--- config.mk ---
export PLATFORM = sky130hd
export DESIGN_NAME = stopwatch_counter_chain
export DESIGN_NICKNAME = d
export VERILOG_FILES = /design/src/rtl/watch_pkg.sv /design/src/rtl/mod_n_digit.sv /design/src/rtl/stopwatch_counter_chain.sv
export SDC_FILE = /design/constraint.sdc
export NUM_CORES = 1
export LEC_CHECK = 0
export ABC_AREA = 1
export BUFFER_PORTS_ARGS = -buffer_cell sky130_fd_sc_hd__buf_2
export CORE_AREA = 4 4 90 92
export CTS_BUF_LIST = sky130_fd_sc_hd__clkbuf_8
export DETAILED_ROUTE_END_ITERATION = 12
export DIE_AREA = 0 0 94 96
export PLACE_DENSITY = 0.75
export SLEW_MARGIN = 20
export SYNTH_ARGS = -nofsm -noshare
export SYNTH_HDL_FRONTEND = slang
export SYNTH_SLANG_ARGS = --single-unit
--- constraint.sdc ---
create_clock -name clk -period 1.4 [get_ports clk]
set_input_delay 0.35 -clock clk [delete_from_list [all_inputs] [get_ports clk]]
set_output_delay 0.35 -clock clk [all_outputs]
set_load 0.05 [all_outputs]
--- src/rtl/watch_pkg.sv ---
// Shared types and helpers for the stopwatch counter chain.
package watch_pkg;

  typedef enum logic [1:0] {
    STOPPED = 2'd0,
    RUNNING = 2'd1,
    EXPIRED = 2'd2
  } state_e;

  localparam int DIGIT_W = 4;

  // Extract the modulus of digit idx from a packed 4-bit-per-digit list.
  function automatic logic [DIGIT_W-1:0] modulus_of(input logic [31:0] mod_list,
                                                    input int          idx);
    return mod_list[DIGIT_W*idx +: DIGIT_W];
  endfunction

endpackage

--- src/rtl/mod_n_digit.sv ---
// One modulo-N digit: clear, saturating parallel load, and up/down step with wrap.
module mod_n_digit
  import watch_pkg::*;
(
  input  logic               clk,
  input  logic               reset,
  input  logic               step,
  input  logic               down,
  input  logic               load,
  input  logic [DIGIT_W-1:0] load_value,
  input  logic               clear,
  input  logic [DIGIT_W-1:0] modulus,
  output logic [DIGIT_W-1:0] value,
  output logic               at_max,
  output logic               at_zero
);

  logic [DIGIT_W-1:0] value_q;
  logic [DIGIT_W-1:0] value_d;
  logic [DIGIT_W-1:0] max_value;

  assign max_value = modulus - DIGIT_W'(1);
  assign at_max    = (value_q == max_value);
  assign at_zero   = (value_q == '0);
  assign value     = value_q;

  // Next digit value: clear beats load beats step; loads above the top value saturate.
  always_comb begin
    // NOTE: default first so every path assigns value_d and no latch is inferred.
    value_d = value_q;
    if (clear) begin
      value_d = '0;
    end else if (load) begin
      value_d = (load_value > max_value) ? max_value : load_value;
    end else if (step) begin
      if (down) value_d = at_zero ? max_value : value_q - DIGIT_W'(1);
      else      value_d = at_max  ? '0        : value_q + DIGIT_W'(1);
    end
  end

  // Digit register with synchronous reset.
  always_ff @(posedge clk) begin
    // NOTE: non-blocking so every flop samples pre-edge values regardless of block order.
    if (reset) value_q <= '0;
    else       value_q <= value_d;
  end

endmodule

--- src/rtl/stopwatch_counter_chain.sv ---
// Multi-digit stopwatch: digit cascade, run/stop/expiry FSM, lap snapshot and event pulses.
module stopwatch_counter_chain
  import watch_pkg::*;
#(
  parameter int                    DIGITS   = 6,
  parameter logic [4*DIGITS-1:0]   MOD_LIST = 24'h6A6AAA
) (
  input  logic                  clk,
  input  logic                  reset,
  input  logic                  tick,
  input  logic                  start,
  input  logic                  stop,
  input  logic                  clear,
  input  logic                  mode_down,
  input  logic                  load,
  input  logic [4*DIGITS-1:0]   load_value,
  input  logic                  lap,
  output logic [4*DIGITS-1:0]   count,
  output logic [4*DIGITS-1:0]   display,
  output logic                  running,
  output logic                  lap_active,
  output logic                  overflow,
  output logic                  done
);

  localparam int CW = DIGIT_W * DIGITS;

  state_e            state_q, state_d;
  logic [CW-1:0]     snapshot_q, snapshot_d;
  logic              lap_active_q, lap_active_d;
  logic              overflow_q, overflow_d;
  logic              done_q, done_d;

  logic [DIGITS-1:0] at_max;
  logic [DIGITS-1:0] at_zero;
  logic [DIGITS-1:0] step;
  logic              all_max, all_zero;
  logic              count_en, load_en, wrap, expire;

  assign all_max  = &at_max;
  assign all_zero = &at_zero;

  // clear suppresses counting; load is only honoured while not running.
  assign count_en = tick && (state_q == RUNNING) && !clear;
  assign load_en  = load && !clear && (state_q != RUNNING);
  assign wrap     = count_en && !mode_down && all_max;
  assign expire   = count_en &&  mode_down && all_zero;

  // Carry chain: a digit steps when every lower digit sits at its wrap point.
  always_comb begin
    logic up_acc, dn_acc;
    up_acc = 1'b1;
    dn_acc = 1'b1;
    step   = '0;
    for (int i = 0; i < DIGITS; i++) begin
      step[i] = count_en && (mode_down ? (dn_acc && !all_zero) : up_acc);
      up_acc  = up_acc && at_max[i];
      dn_acc  = dn_acc && at_zero[i];
    end
  end

  for (genvar g = 0; g < DIGITS; g++) begin : g_digit
    mod_n_digit u_digit (
      .clk        (clk),
      .reset      (reset),
      .step       (step[g]),
      .down       (mode_down),
      .load       (load_en),
      .load_value (load_value[DIGIT_W*g +: DIGIT_W]),
      .clear      (clear),
      .modulus    (modulus_of(32'(MOD_LIST), g)),
      .value      (count[DIGIT_W*g +: DIGIT_W]),
      .at_max     (at_max[g]),
      .at_zero    (at_zero[g])
    );
  end

  // Run-state transitions: clear > load > stop > start; expiry overrides a coincident stop.
  always_comb begin
    state_d = state_q;
    if (clear) begin
      state_d = STOPPED;
    end else begin
      unique case (state_q)
        STOPPED: if (!load && !stop && start) state_d = RUNNING;
        RUNNING: begin
          if (expire)    state_d = EXPIRED;
          else if (stop) state_d = STOPPED;
        end
        EXPIRED: if (load) state_d = STOPPED;
        default: state_d = STOPPED;
      endcase
    end
  end

  // Lap toggle, snapshot capture of the pre-tick count, and one-cycle event pulses.
  always_comb begin
    lap_active_d = lap_active_q;
    snapshot_d   = snapshot_q;
    overflow_d   = wrap;
    done_d       = expire;
    if (clear) begin
      lap_active_d = 1'b0;
    end else if (lap) begin
      if (lap_active_q) begin
        lap_active_d = 1'b0;
      end else if (state_q == RUNNING) begin
        lap_active_d = 1'b1;
        snapshot_d   = count;
      end
    end
  end

  // Control registers.
  always_ff @(posedge clk) begin
    if (reset) begin
      state_q      <= STOPPED;
      snapshot_q   <= '0;
      lap_active_q <= 1'b0;
      overflow_q   <= 1'b0;
      done_q       <= 1'b0;
    end else begin
      state_q      <= state_d;
      snapshot_q   <= snapshot_d;
      lap_active_q <= lap_active_d;
      overflow_q   <= overflow_d;
      done_q       <= done_d;
    end
  end

  assign display    = lap_active_q ? snapshot_q : count;
  assign running    = (state_q == RUNNING);
  assign lap_active = lap_active_q;
  assign overflow   = overflow_q;
  assign done       = done_q;

endmodule

==> results of run 1 <==
## cell usage after synthesis (2+ instances only)
master and n:
nand2_1 98, nor2_1 94, o21ai_0 66, inv_1 58, dfxtp_1 53, nand3_1 33
a211oi_1 24, a21oi_1 23, nand4_1 14, buf_2 12, clkbuf_1 11, nand2_2 10
nor2_2 8, inv_2 6, nand3_2 5, nor2_4 4, nor3_1 4, a22oi_1 3
o211ai_1 3, xor2_1 3, a21o_1 2, nand3_4 2, o21a_1 2, o31ai_1 2
## where the power goes
group          switching [mW]  internal, mW  total [mW]
clock                   0.561         0.351       0.912
sequential             0.0391          1.51        1.55
combinational           0.687         0.433        1.12
total                    1.29          2.30        3.58
## through the flow
step	power, mW	setup slack [ns]	setup TNS, ns	instances
CTS	3.48	-0.231	-8.44	811
global route	3.72	-0.332	-18.34	821
detailed placement	2.49	-0.257	-4.02	790
finish	3.58	-0.281	-14.12	821
global placement	2.47	-0.287	-2.66	790
floorplan	2.17	-0.0136	-0.166	550
## worst register-to-register path: stages (launching register included)
cell and delay (ns):
dfxtp_4 0.37, buf_12 0.13, nor2_4 0.13, nand2_4 0.09, nor2_4 0.17, nand3_4 0.19
nand2_4 0.11, nand3_4 0.11, inv_4 0.10, nand2_4 0.04, a21oi_2 0.11
## sequential cells by signal (all words and copies together) (netlist names)
register and cells:
snapshot_q 24, overflow 1, done 1, state_q 2
g_digit.u_digit.value 24, lap_active 1
## per-layer routing
layer  GRT usage (%)  up-vias  part of all wire (%)
met3            3.83       54                   6.1
met2            49.0      239                    51
met5               0        -                     0
li1                -     2183                     -
met1            33.7     2201                    40
met4            12.3        0                   3.3
## worst paths after layout
| check | start | cells after the start | slack, ns | end |
|---|---|---|---|---|
| max | lap_active$_SDFFE_PP0P_ | 4 | -0.28 | display[15] |
| min | stop | 4 | 0.31 | state_q[0]$_SDFFE_PP0P_ |
| max reg2reg | g_digit[1].u_digit.value[3]$_SDFFE_PP0P_ | 10 | -0.22 | g_digit[0].u_digit.value[2]$_SDFFE_PP0P_ |
| min reg2reg | state_q[1]$_SDFFE_PP0P_ | 2 | 0.52 | state_q[1]$_SDFFE_PP0P_ |
## kinds of logic (layout without fill, tap and decap cells)
kind of cell	count (synthesis)	count (layout)	synth area share, %
AND/OR/NAND/NOR	275	275	36.6
flip-flops	53	53	30.6
buffers and inverters	88	260	9.97
XOR/XNOR	3	3	0.759
AO/OA/AOI/OAI	131	131	22.0
## timing repair
item	in CTS	in global routing
cloned	4	5
pin swaps	32	28
gates resized for setup	123	94
buffers inserted	9	7
setup endpoints to repair	89	89
## cell type report
cell class              instances  area, um2
inverters                      64        255
repair buffers                188       1700
fillers                       392       1130
clock buffers                   5       68.8
multi-input cells             409       2780
clock inverters                 3       16.3
well taps                      99        124
flip-flops and latches         53       1140
==> flow_metrics.env, run 1 <==
export IMPL_status="finished with violations"
export IMPL_violations="setup timing"
export IMPL_critPathBufInv=2
export IMPL_path_cells="buf_12, nand2_1, o21ai_4, buf_6"
export IMPL_grt_pass1_wl_mm=20.0
export IMPL_hold_buffers=0
export IMPL_first_iter_violations=430
export IMPL_layout_common_cells="buf_4, nor2_1, nand2_1"
export IMPL_skew_ns=0.0160
export IMPL_worstMarginPinSlew_ns=0.415
export IMPL_synth_distinct_cells=34
export IMPL_stdcell_area_mm2=0.00609
export IMPL_worst_setup_path_end_kind="output port"
export IMPL_rows=31
export IMPL_synthesis_nets=583
export IMPL_syn_avg_cell_area_um2=6.29
export IMPL_placed_area_mm2=0.00496
export IMPL_grt_pass1_vias=4324
export IMPL_cp_required_ns=1.05
export IMPL_min_period_over_period_pct=120
export IMPL_wl_per_cell_um=17.5
export IMPL_rsz0062_at_grt="yes"
export IMPL_critPathKind="reg2out"
export IMPL_finish_utilization_pct=84.4
export IMPL_synth_ff_type="dfxtp_1"
export IMPL_drv_cap=0
export IMPL_clk_pin_slew_ns=0.11
export IMPL_synth_top_cell_area_share_pct=30.6
export IMPL_place_congestion=0.869
export IMPL_synth_async_reset_ratio_pct=0
export IMPL_place_hpwl_mm=8.74
export IMPL_fp_dieW_um=94
export IMPL_syn_area_mm2=0.00346
export IMPL_avgViaCountPerCell=5.70
export IMPL_cp_top_family="flip-flops"
export IMPL_peakVddDrop_mv=0.434
export IMPL_relSlewSlack_pct=72.3
export IMPL_ys_seq_area_share_pct=30.6
export IMPL_final_setup_viol_count=79
export IMPL_synth_edff_count=0
export IMPL_gr_total_overflow=0
export IMPL_startpoint_type="flip-flop"
export IMPL_synthCells=550
export IMPL_cts_buffers=5
export IMPL_fin_nets=754
export IMPL_die_y_um=96
export IMPL_n_antenna_cell=0
export IMPL_clk_path_buf_depth=2
export IMPL_initial_utilization_pct=48.0
export IMPL_syn_to_final_growth_pct=75.9
export IMPL_cp_slowest_cell="dfxtp_4"
export IMPL_antenna_found_initial=0
export IMPL_h_tree_depth=2
export IMPL_dieArea_mm2=0.00902
export IMPL_postLayoutSetupSlackWorst_ns=-0.281
export IMPL_clock_sinks=53
export IMPL_drive_gt1_share_pct=51.5
export IMPL_io_pins=85
export IMPL_whs_ns=0.305
export IMPL_grt_max_degree=25
export IMPL_hold_viol=0
export IMPL_yosysWarnings=0
export IMPL_cts_tree="built"
export IMPL_hold_path_class="in2reg"
export IMPL_p_leak_nw=2.75
export IMPL_power_density_mw_per_mm2=589
export IMPL_synth_area_leader_cell="dfxtp_1"
export IMPL_cp_arrival_ns=1.33
export IMPL_synth_seq_cells=53
export IMPL_io_buffers=84
export IMPL_cts_root_buf="clkbuf_8"
export IMPL_layout_commonest_cell="buf_4"
export IMPL_drv_slew=0
export IMPL_max_freq_mhz=595
export IMPL_synth_area_leaders="dfxtp_1, nand2_1, nor2_1"
export IMPL_period_minus_slack_ns=1.68
export IMPL_firstDrtPassIters=6
export IMPL_insertion_delay_ns=0.32
export IMPL_drt_antenna_violating_nets=0
export IMPL_drt_total_wl_mm=14.4
export IMPL_track_usage_pct=27.8
export IMPL_num_vias=4677
export IMPL_worst_path_max_fanout=13
export IMPL_core_area_mm2=0.00721
export IMPL_cpPeakStageDelay_ns=0.49
export IMPL_drc=0
Note: power is estimated with default switching activity, not from simulation.
==> run 2, diff against run 1 <==
--- a/config.mk
+++ b/config.mk
@@ -12,6 +12,7 @@
 export DETAILED_ROUTE_END_ITERATION = 12
 export DIE_AREA = 0 0 94 96
 export PLACE_DENSITY = 0.75
+export RECOVER_POWER = 25
 export SLEW_MARGIN = 20
 export SYNTH_ARGS = -nofsm -noshare
 export SYNTH_HDL_FRONTEND = slang
==> flow_metrics.env, run 2 (same netlist as run 1, synthesis figures left out) <==
export IMPL_layout_common_cells="buf_4, nor2_1, nand2_1"
export IMPL_cp_arrival_ns=1.33
export IMPL_firstDrtPassIters=6
export IMPL_min_to="state_q[0]$_SDFFE_PP0P_"
export IMPL_gr_total_overflow=0
export IMPL_r2r_slack_ns=-0.22
export IMPL_reg2reg_to="g_digit[0].u_digit.value[2]$_SDFFE_PP0P_"
export IMPL_cp_required_ns=1.05
export IMPL_insertion_delay_ns=0.32
export IMPL_n_antenna_cell=0
export IMPL_hold_path_class="in2reg"
export IMPL_status="finished with violations"
export IMPL_antenna_found_initial=0
export IMPL_max_freq_mhz=595
export IMPL_num_vias=4676
export IMPL_cts_tree="built"
export IMPL_p_leak_nw=2.74
export IMPL_avgViaCountPerCell=5.70
export IMPL_min_period_over_period_pct=120
export IMPL_grt_max_degree=25
export IMPL_p_total_mw=3.58
export IMPL_worst_path_max_fanout=13
export IMPL_place_congestion=0.869
export IMPL_postLayoutSetupSlackWorst_ns=-0.281
export IMPL_fp_dieW_um=94
export IMPL_worst_setup_path_end_kind="output port"
export IMPL_first_iter_violations=431
export IMPL_drt_antenna_violating_nets=0
export IMPL_syn_to_final_growth_pct=75.8
export IMPL_rsz0062_at_grt="yes"
export IMPL_relSlewSlack_pct=72.1
export IMPL_die_y_um=96
export IMPL_hold_viol=0
export IMPL_fin_nets=754
export IMPL_finish_utilization_pct=84.4
export IMPL_drive_gt1_share_pct=51.4
export IMPL_grt_pass1_vias=4324
export IMPL_cts_root_buf="clkbuf_8"
export IMPL_layout_commonest_cell="buf_4"
export IMPL_worstMarginPinSlew_ns=0.418
export IMPL_io_pins=85
export IMPL_power_density_mw_per_mm2=589
export IMPL_dieArea_mm2=0.00902
export IMPL_critPathKind="reg2out"
export IMPL_grt_pass1_wl_mm=20.0
export IMPL_skew_ns=0.0160
export IMPL_wl_per_cell_um=17.5
export IMPL_initial_utilization_pct=48.0
export IMPL_clk_pin_slew_ns=0.11
export IMPL_startpoint_type="flip-flop"
export IMPL_drt_total_wl_mm=14.4
export IMPL_violations="setup timing"
export IMPL_peakVddDrop_mv=0.434
export IMPL_worstHoldStart="stop"
export IMPL_period_minus_slack_ns=1.68
export IMPL_rows=31
export IMPL_place_hpwl_mm=8.74
export IMPL_final_setup_viol_count=79
export IMPL_io_buffers=84
export IMPL_core_area_mm2=0.00721
export IMPL_h_tree_depth=2
export IMPL_clk_path_buf_depth=2
export IMPL_rr_startpoint="g_digit[1].u_digit.value[3]$_SDFFE_PP0P_"
export IMPL_clock_sinks=53
export IMPL_drc=0
export IMPL_cts_buffers=5
export IMPL_holdPathStages=4
export IMPL_drv_cap=0
export IMPL_drv_slew=0
export IMPL_rr_worst_depth=10
export IMPL_track_usage_pct=27.8
-- run 2: cell count changes in the layout (fill, tap and decap cells not counted) --
cell / delta
dfxtp_1: +1
dfxtp_2: -1
buf_2: -4
clkbuf_2: +4
-- run 2: power by group --
part,internal (mW),leakage [nW],switching [mW]
sequential,1.51,0.446,0.0392
clock,0.351,0.0502,0.561
combinational,0.433,2.24,0.687
-- run 2: metal layers --
layer	wire, um	global-route usage, %	up-vias
met5	0	0	-
met4	460	12.3	0
met3	881	3.83	50
met2	7340	49.0	242
met1	5670	33.7	2200
li1	-	-	2184
-- run 2: worst max path at each step --
stage,start,end,depth (start not counted)
finish,lap_active$_SDFFE_PP0P_,display[15],4
floorplan,lap_active$_SDFFE_PP0P_,display[13],4
CTS,lap_active$_SDFFE_PP0P_,display[9],4
global placement,clear,overflow$_SDFF_PP0_,7
global route,g_digit[1].u_digit.value[3]$_SDFFE_PP0P_,g_digit[3].u_digit.value[1]$_SDFFE_PP0P_,10
detailed placement,clear,overflow$_SDFF_PP0_,7
-- run 2: critical path: stages (launching register included) --
cell and delay, ns:
dfxtp_4 0.49, buf_12 0.18, nand2_1 0.10, o21ai_4 0.07, buf_6 0.17
-- run 2: timing repair --
item | 4_1_cts | 5_1_grt
setup buffers | 9 | 7
pin swaps | 32 | 28
setup endpoints to repair | 89 | 89
endpoints found under the hold margin | 0 | 0
cloned | 4 | 5
hold buffers | 0 | 0
gates resized for setup | 123 | 94
-- run 2: layout make-up --
cell class / count / area, um2
fillers: 393 / 1130
clock buffers: 5 / 68.8
multi-input cells: 409 / 2780
well taps: 99 / 124
inverters: 64 / 255
clock inverters: 3 / 16.3
flip-flops and latches: 53 / 1140
repair buffers: 188 / 1700
-- run 2: per-stage QoR --
stage / instances / cell area, um2 / TNS [ns] / setup WS, ns / hold slack, ns
CTS: 811 / 5610 / -8.44 / -0.231 / 0.290
global route: 821 / 6090 / -18.55 / -0.332 / 0.340
detailed placement: 790 / 4960 / -4.02 / -0.257 / 0.483
floorplan: 550 / 3910 / -0.166 / -0.0136 / 0.461
finish: 821 / 6090 / -14.30 / -0.281 / 0.305
global placement: 790 / 4960 / -2.66 / -0.287 / 0.476
